`src/rtl/i2s_mic_capture.sv`:
```
// I2S receiver for a four-line MEMS mic array: drives ws, deserializes
// sd1..sd4 into signed samples and streams one word per slot.
module i2s_mic_capture #(
  parameter int SAMPLE_W = 24,
  parameter int DLY      = 2,
  parameter int FCNT_W   = 16
) (
  input  logic                       clk,
  input  logic                       reset_n,
  input  logic                       en,
  output logic                       ws,
  input  logic                       sd1,
  input  logic                       sd2,
  input  logic                       sd3,
  input  logic                       sd4,
  output logic signed [SAMPLE_W-1:0] out_data0,
  output logic signed [SAMPLE_W-1:0] out_data1,
  output logic signed [SAMPLE_W-1:0] out_data2,
  output logic signed [SAMPLE_W-1:0] out_data3,
  output logic                       out_right,
  output logic                       out_valid,
  input  logic                       out_ready,
  output logic                       overflow,
  input  logic                       clear_ovf,
  output logic [FCNT_W-1:0]          frame_cnt
);

  localparam logic [1:0] S_IDLE = 2'd0;
  localparam logic [1:0] S_RUN  = 2'd1;
  localparam logic [1:0] S_STOP = 2'd2;

  localparam logic [4:0] FIRST = 5'(DLY);
  localparam logic [4:0] LAST  = 5'(DLY + SAMPLE_W - 1);

  logic [1:0]                 state_q, state_d;
  logic [5:0]                 cnt_q, cnt_d;
  logic                       skip_q, skip_d;
  logic [3:0][SAMPLE_W-1:0]   sh_q, sh_d;
  logic [3:0][SAMPLE_W-1:0]   dat_q, dat_d;
  logic                       right_q, right_d;
  logic                       valid_q, valid_d;
  logic                       ovf_q, ovf_d;
  logic [FCNT_W-1:0]          fcnt_q, fcnt_d;

  logic [3:0] sd;
  logic       active;
  logic       in_win;
  logic       done;
  logic       emit;
  logic       xfer;

  assign sd     = {sd4, sd3, sd2, sd1};
  assign active = (state_q != S_IDLE);
  assign in_win = active && (cnt_q[4:0] >= FIRST)
                         && (cnt_q[4:0] <= LAST);
  assign done   = in_win && (cnt_q[4:0] == LAST);
  // first left word after start is junk: mics have not seen a ws edge
  assign emit   = done && !(skip_q && !cnt_q[5]);
  assign xfer   = valid_q && out_ready;

  always_comb begin
    state_d = state_q;
    cnt_d   = cnt_q + 6'd1;
    skip_d  = skip_q;
    unique case (1'b1)
      state_q == S_IDLE: begin
        cnt_d = '0;
        if (en) begin
          state_d = S_RUN;
          skip_d  = 1'b1;
        end
      end
      state_q == S_RUN: begin
        if (!en) state_d = S_STOP;
      end
      state_q == S_STOP: begin
        if (en) state_d = S_RUN;
        else if (cnt_q == 6'd63) state_d = S_IDLE;
      end
      default: begin
        state_d = S_IDLE;
        cnt_d   = '0;
      end
    endcase
    if (done && !cnt_q[5]) skip_d = 1'b0;
  end

  always_comb begin
    sh_d = sh_q;
    for (int i = 0; i < 4; i++) begin
      if (in_win) sh_d[i] = {sh_q[i][SAMPLE_W-2:0], sd[i]};
    end
  end

  always_comb begin
    dat_d   = dat_q;
    right_d = right_q;
    valid_d = valid_q;
    ovf_d   = ovf_q;
    fcnt_d  = fcnt_q;
    if (xfer) begin
      valid_d = 1'b0;
      if (right_q) fcnt_d = fcnt_q + FCNT_W'(1);
    end
    if (clear_ovf) ovf_d = 1'b0;
    if (emit) begin
      if (!valid_q || xfer) begin
        dat_d   = sh_d;
        right_d = cnt_q[5];
        valid_d = 1'b1;
      end else begin
        ovf_d = 1'b1;
      end
    end
  end

  always_ff @(posedge clk or negedge reset_n) begin
    if (!reset_n) begin
      state_q <= S_IDLE;
      cnt_q   <= '0;
      skip_q  <= 1'b1;
      sh_q    <= '0;
      dat_q   <= '0;
      right_q <= 1'b0;
      valid_q <= 1'b0;
      ovf_q   <= 1'b0;
      fcnt_q  <= '0;
    end else begin
      state_q <= state_d;
      cnt_q   <= cnt_d;
      skip_q  <= skip_d;
      sh_q    <= sh_d;
      dat_q   <= dat_d;
      right_q <= right_d;
      valid_q <= valid_d;
      ovf_q   <= ovf_d;
      fcnt_q  <= fcnt_d;
    end
  end

  assign ws        = cnt_q[5];
  assign out_data0 = dat_q[0];
  assign out_data1 = dat_q[1];
  assign out_data2 = dat_q[2];
  assign out_data3 = dat_q[3];
  assign out_right = right_q;
  assign out_valid = valid_q;
  assign overflow  = ovf_q;
  assign frame_cnt = fcnt_q;

endmodule

```
`config.mk`:
```
export PLATFORM = sky130hd
export DESIGN_NAME = i2s_mic_capture
export DESIGN_NICKNAME = d
export VERILOG_FILES = /design/src/rtl/i2s_mic_capture.sv
export SDC_FILE = /design/constraint.sdc
export NUM_CORES = 1
export LEC_CHECK = 0
export ABC_AREA = 1
export BUFFER_PORTS_ARGS = -buffer_cell sky130_fd_sc_hd__buf_2
export CELL_PAD_IN_SITES_DETAIL_PLACEMENT = 1
export CELL_PAD_IN_SITES_GLOBAL_PLACEMENT = 1
export CORE_UTILIZATION = 44
export DETAILED_ROUTE_END_ITERATION = 12
export GPL_TIMING_DRIVEN = 0
export PLACE_DENSITY = 0.87
export SETUP_SLACK_MARGIN = 0.05
export SLEW_MARGIN = 20
export SYNTH_ARGS = -nofsm -noshare
export SYNTH_HDL_FRONTEND = slang
export SYNTH_SLANG_ARGS = --single-unit
```
`constraint.sdc`:
```
create_clock -name clk -period 2.4 [get_ports clk]
set_input_delay 0.36 -clock clk [delete_from_list [all_inputs] [get_ports clk]]
set_output_delay 0.36 -clock clk [all_outputs]
set_load 0.01 [all_outputs]
```
==> results.toml <==
[status]
outcome = "completed"

[logic_synthesis]
post_synth_mux_area_share_pct = 0
xor_and_xnor_fraction_of_the_mapped_netlist_area_pct = 0.902
yosys.cell_types.count = 25
ys_seq_area_share_pct = 56.7
yosysWarnings = 0
syn_area_um2 = 9710
synth_top_family_by_area = "simple AND/OR/NAND/NOR gates"
yosys.area_share.adder_pct = 1.16
post_synthesis_net_count = 1123
synth.avg_cell_area_um2 = 8.79
ys_seq_elements = 220
netlist_instances = 1105
synth.largest_area_cell = "sky130_fd_sc_hd__dfrtp_1"
share_of_the_synthesized_area_in_compound_gates_ao_oa_aoi_oai_pct = 0.605
synth.top_cell.area_share_pct = 56.4
synthSimpleGateAreaFrac_pct = 32.5
synth.area.top_cells = "sky130_fd_sc_hd__dfrtp_1 56%, sky130_fd_sc_hd__nand2_1 13%, sky130_fd_sc_hd__nand4_1 6.6%"

[place]
placement.cell_area_um2 = 10700
port_buffers = 124
gp_congestion = 0.791
post-dp-hpwl_um = 17000
post-place-cells = 1506
placement.setup.worst_slack_ns = -0.0804

[timing]
slew_viol_final = 0
min_period_over_period_pct = 89.1
timing.fmax_ghz = 0.468
hold_violations = 0
setup_slack_ns = 0.261
rsz_0062_raised_after_global_routing = "no"
transition_time_at_the_pin_with_the_least_slew_margin_ns = 0.591
setup_viol = 0
timing.hold.ws_ns = 0.0527
finClkSkew_ns = 0.00811
finalWorstPathRequiredPeriod_ns = 2.14
relSlewSlack_pct = 60.3
fin_tns_setup_ns = 0

[die]
initial_core_util_pct = 45.5
die_height_um = 151
coreArea_um2 = 21400
die_area_um2 = 22700
num_rows = 53
io_pins = 125
die_wd_um = 151

[pwr]
p_leak_nw = 6.35
worst_ir_drop_vdd_uv = 470
post-layout-total-power_mw = 11.4
cellPowerDensity_nw_per_um2 = 986

[clock_tree]
max-clock-path-buffers = 3
cts.clk_slew.worst_paths_ns = 0.06
clock_insertion_delay_worst_skew_ns = 0.51
clock_sink_count = 220
clockRootBuffer = "sky130_fd_sc_hd__clkbuf_16"
cts_inserted_buffers = 24
clock_tree.htree_level_count = 1
cts_tree = "built"

[route]
remaining_drc_errors = 0
route.detailed.wl_per_inst_um = 16.2
antenna_violating_nets_post_route = 0
post_drt_via_cell_ratio = 5.18
drtIter0Drc = 297
drt_pre_antenna_iters = 4
routed_wl_um = 25100
routed-via-count = 8032

[final_layout]
layout_common_cells = "331 x sky130_fd_sc_hd__nand2_1, 219 x sky130_fd_sc_hd__dfrtp_1, 140 x sky130_fd_sc_hd__buf_2"
ratio_of_cells_with_drive_above_1_in_the_final_layout_pct = 16.1
most_common_library_cell_in_the_layout_ignoring_fill_and_taps = "sky130_fd_sc_hd__nand2_1"
design.final.nets = 1278
design_area_um2 = 11600
layout-area-overhead-vs-synth_pct = 19.1
antenna_cells = 0
layout.cells.non_filler = 1551
utilization_pct = 54.2
n_fill_cell = 2555

[global_route]
global_route.usage.total_pct = 23.1
grt_remaining_overflow = 0
grt_max_degree = 89
grt_pass1_wl_um = 42200
antenna_violations_before_repair = 0
grt_pass1_vias = 8557

[critical_path]
crit_path_start_kind = "flop"
critPathRequiredTime_ns = 2.77
reg2reg_slack_ns = 0.26
path_max_fanout = 10
worst-endpoint-arrival_ns = 2.51
timing_worst_setup_path_type = "flop to flop"
worstSetupEndpointType = "flop"

[run]
drv.max_cap_violation_count = 0

[hold_path]
hold_path.class = "input pin to flop"
==> per-layer routing <==
metal  GRT usage, %  part of all wire [%]  vias up
li1               -                     -     3822
met1           29.9                    44     4029
met2           40.0                    50      144
met3           3.36                   3.8       37
met4           6.65                   2.1        0
met5              0                     0        -
==> state kept, by name, summed over array words and instances (netlist names) <==
| signal | cells |
|---|---|
| skip_q | 1 |
| out_valid | 1 |
| out_data0 | 24 |
| overflow | 1 |
| out_data1 | 24 |
| frame_cnt | 16 |
| out_data3 | 24 |
| out_data2 | 24 |
| sh_q | 96 |
| cnt_q | 6 |
| state_q | 2 |
| out_right | 1 |
==> area by class of cell <==
type	count	area [um^2]	area share, %
flip-flops and latches	220	5510	47.6
multi-input cells	691	3440	29.7
repair buffers	129	711	6.14
clock buffers	31	668	5.77
inverters	134	503	4.35
well taps	275	344	2.97
plain buffers	60	298	2.57
clock inverters	11	105	0.908
==> logic make-up after synthesis <==
logic type / Yosys count
xor gates and xnor gates: 10
DFF: 220
adders and majority gates: 9
buffers and inverters: 194
AOI/OAI and AO/OA: 11
and+or+nand+nor: 661
==> path summary, 6_finish.rpt <==
| path | from | endpoint | depth (start not counted) |
|---|---|---|---|
| max | cnt_q[0] | out_data0[22] | 10 |
| min | clear_ovf | overflow | 2 |
| max reg2reg | cnt_q[0] | out_data0[22] | 10 |
| min reg2reg | out_data1[5] | out_data1[5] | 2 |
| max in group asynchronous | reset_n | out_data0[10] | 3 |
| min in group asynchronous | reset_n | frame_cnt[6] | 2 |
==> report_power, final <==
group | internal [mW] | switching, mW | leakage, nW
Combinational | 1.00 | 2.10 | 3.28
Clock | 2.17 | 1.49 | 0.391
Sequential | 4.43 | 0.227 | 2.68
Total | 7.60 | 3.81 | 6.35
==> synth_stat cells <==
cell type                    n
sky130_fd_sc_hd__nor2_2      1
sky130_fd_sc_hd__nor3_1      4
sky130_fd_sc_hd__inv_1     131
sky130_fd_sc_hd__dfrtp_1   219
sky130_fd_sc_hd__o211ai_1    1
sky130_fd_sc_hd__buf_4       2
sky130_fd_sc_hd__xor2_1      6
sky130_fd_sc_hd__ha_1        9
sky130_fd_sc_hd__and2_1     96
sky130_fd_sc_hd__nand4_1   102
sky130_fd_sc_hd__dfstp_2     1
sky130_fd_sc_hd__buf_6       5
sky130_fd_sc_hd__nand2_1   331
sky130_fd_sc_hd__clkbuf_1   27
sky130_fd_sc_hd__nand3_1   106
sky130_fd_sc_hd__xnor2_1     4
sky130_fd_sc_hd__nand3_2     5
sky130_fd_sc_hd__a21oi_1     2
sky130_fd_sc_hd__buf_1       9
sky130_fd_sc_hd__buf_2      17
sky130_fd_sc_hd__o21ai_0     7
sky130_fd_sc_hd__inv_2       3
sky130_fd_sc_hd__nor3_2      1
sky130_fd_sc_hd__nor2_1     15
sky130_fd_sc_hd__o22ai_1     1
==> worst max-delay path, stage by stage (launching register included) <==
cell and delay, ns:
sky130_fd_sc_hd__dfrtp_1 0.41, sky130_fd_sc_hd__inv_1 0.08, sky130_fd_sc_hd__ha_1 0.20, sky130_fd_sc_hd__nor2_1 0.18, sky130_fd_sc_hd__nand3_4 0.20, sky130_fd_sc_hd__nand3_4 0.19, sky130_fd_sc_hd__buf_4 0.20, sky130_fd_sc_hd__buf_2 0.24
sky130_fd_sc_hd__nand2_1 0.10, sky130_fd_sc_hd__nand3_1 0.09, sky130_fd_sc_hd__nand2_1 0.11
==> repair_timing <==
action | in CTS | in global routing
pin swaps | 1 | 0
setup buffers | 2 | 0
endpoints found under the hold margin | 59 | 0
hold buffers | 1 | 0
gates cloned | 0 | 0
setup endpoints to repair | 128 | 96
resized for setup | 2 | 6
Note: power is estimated with default switching activity, not from simulation.
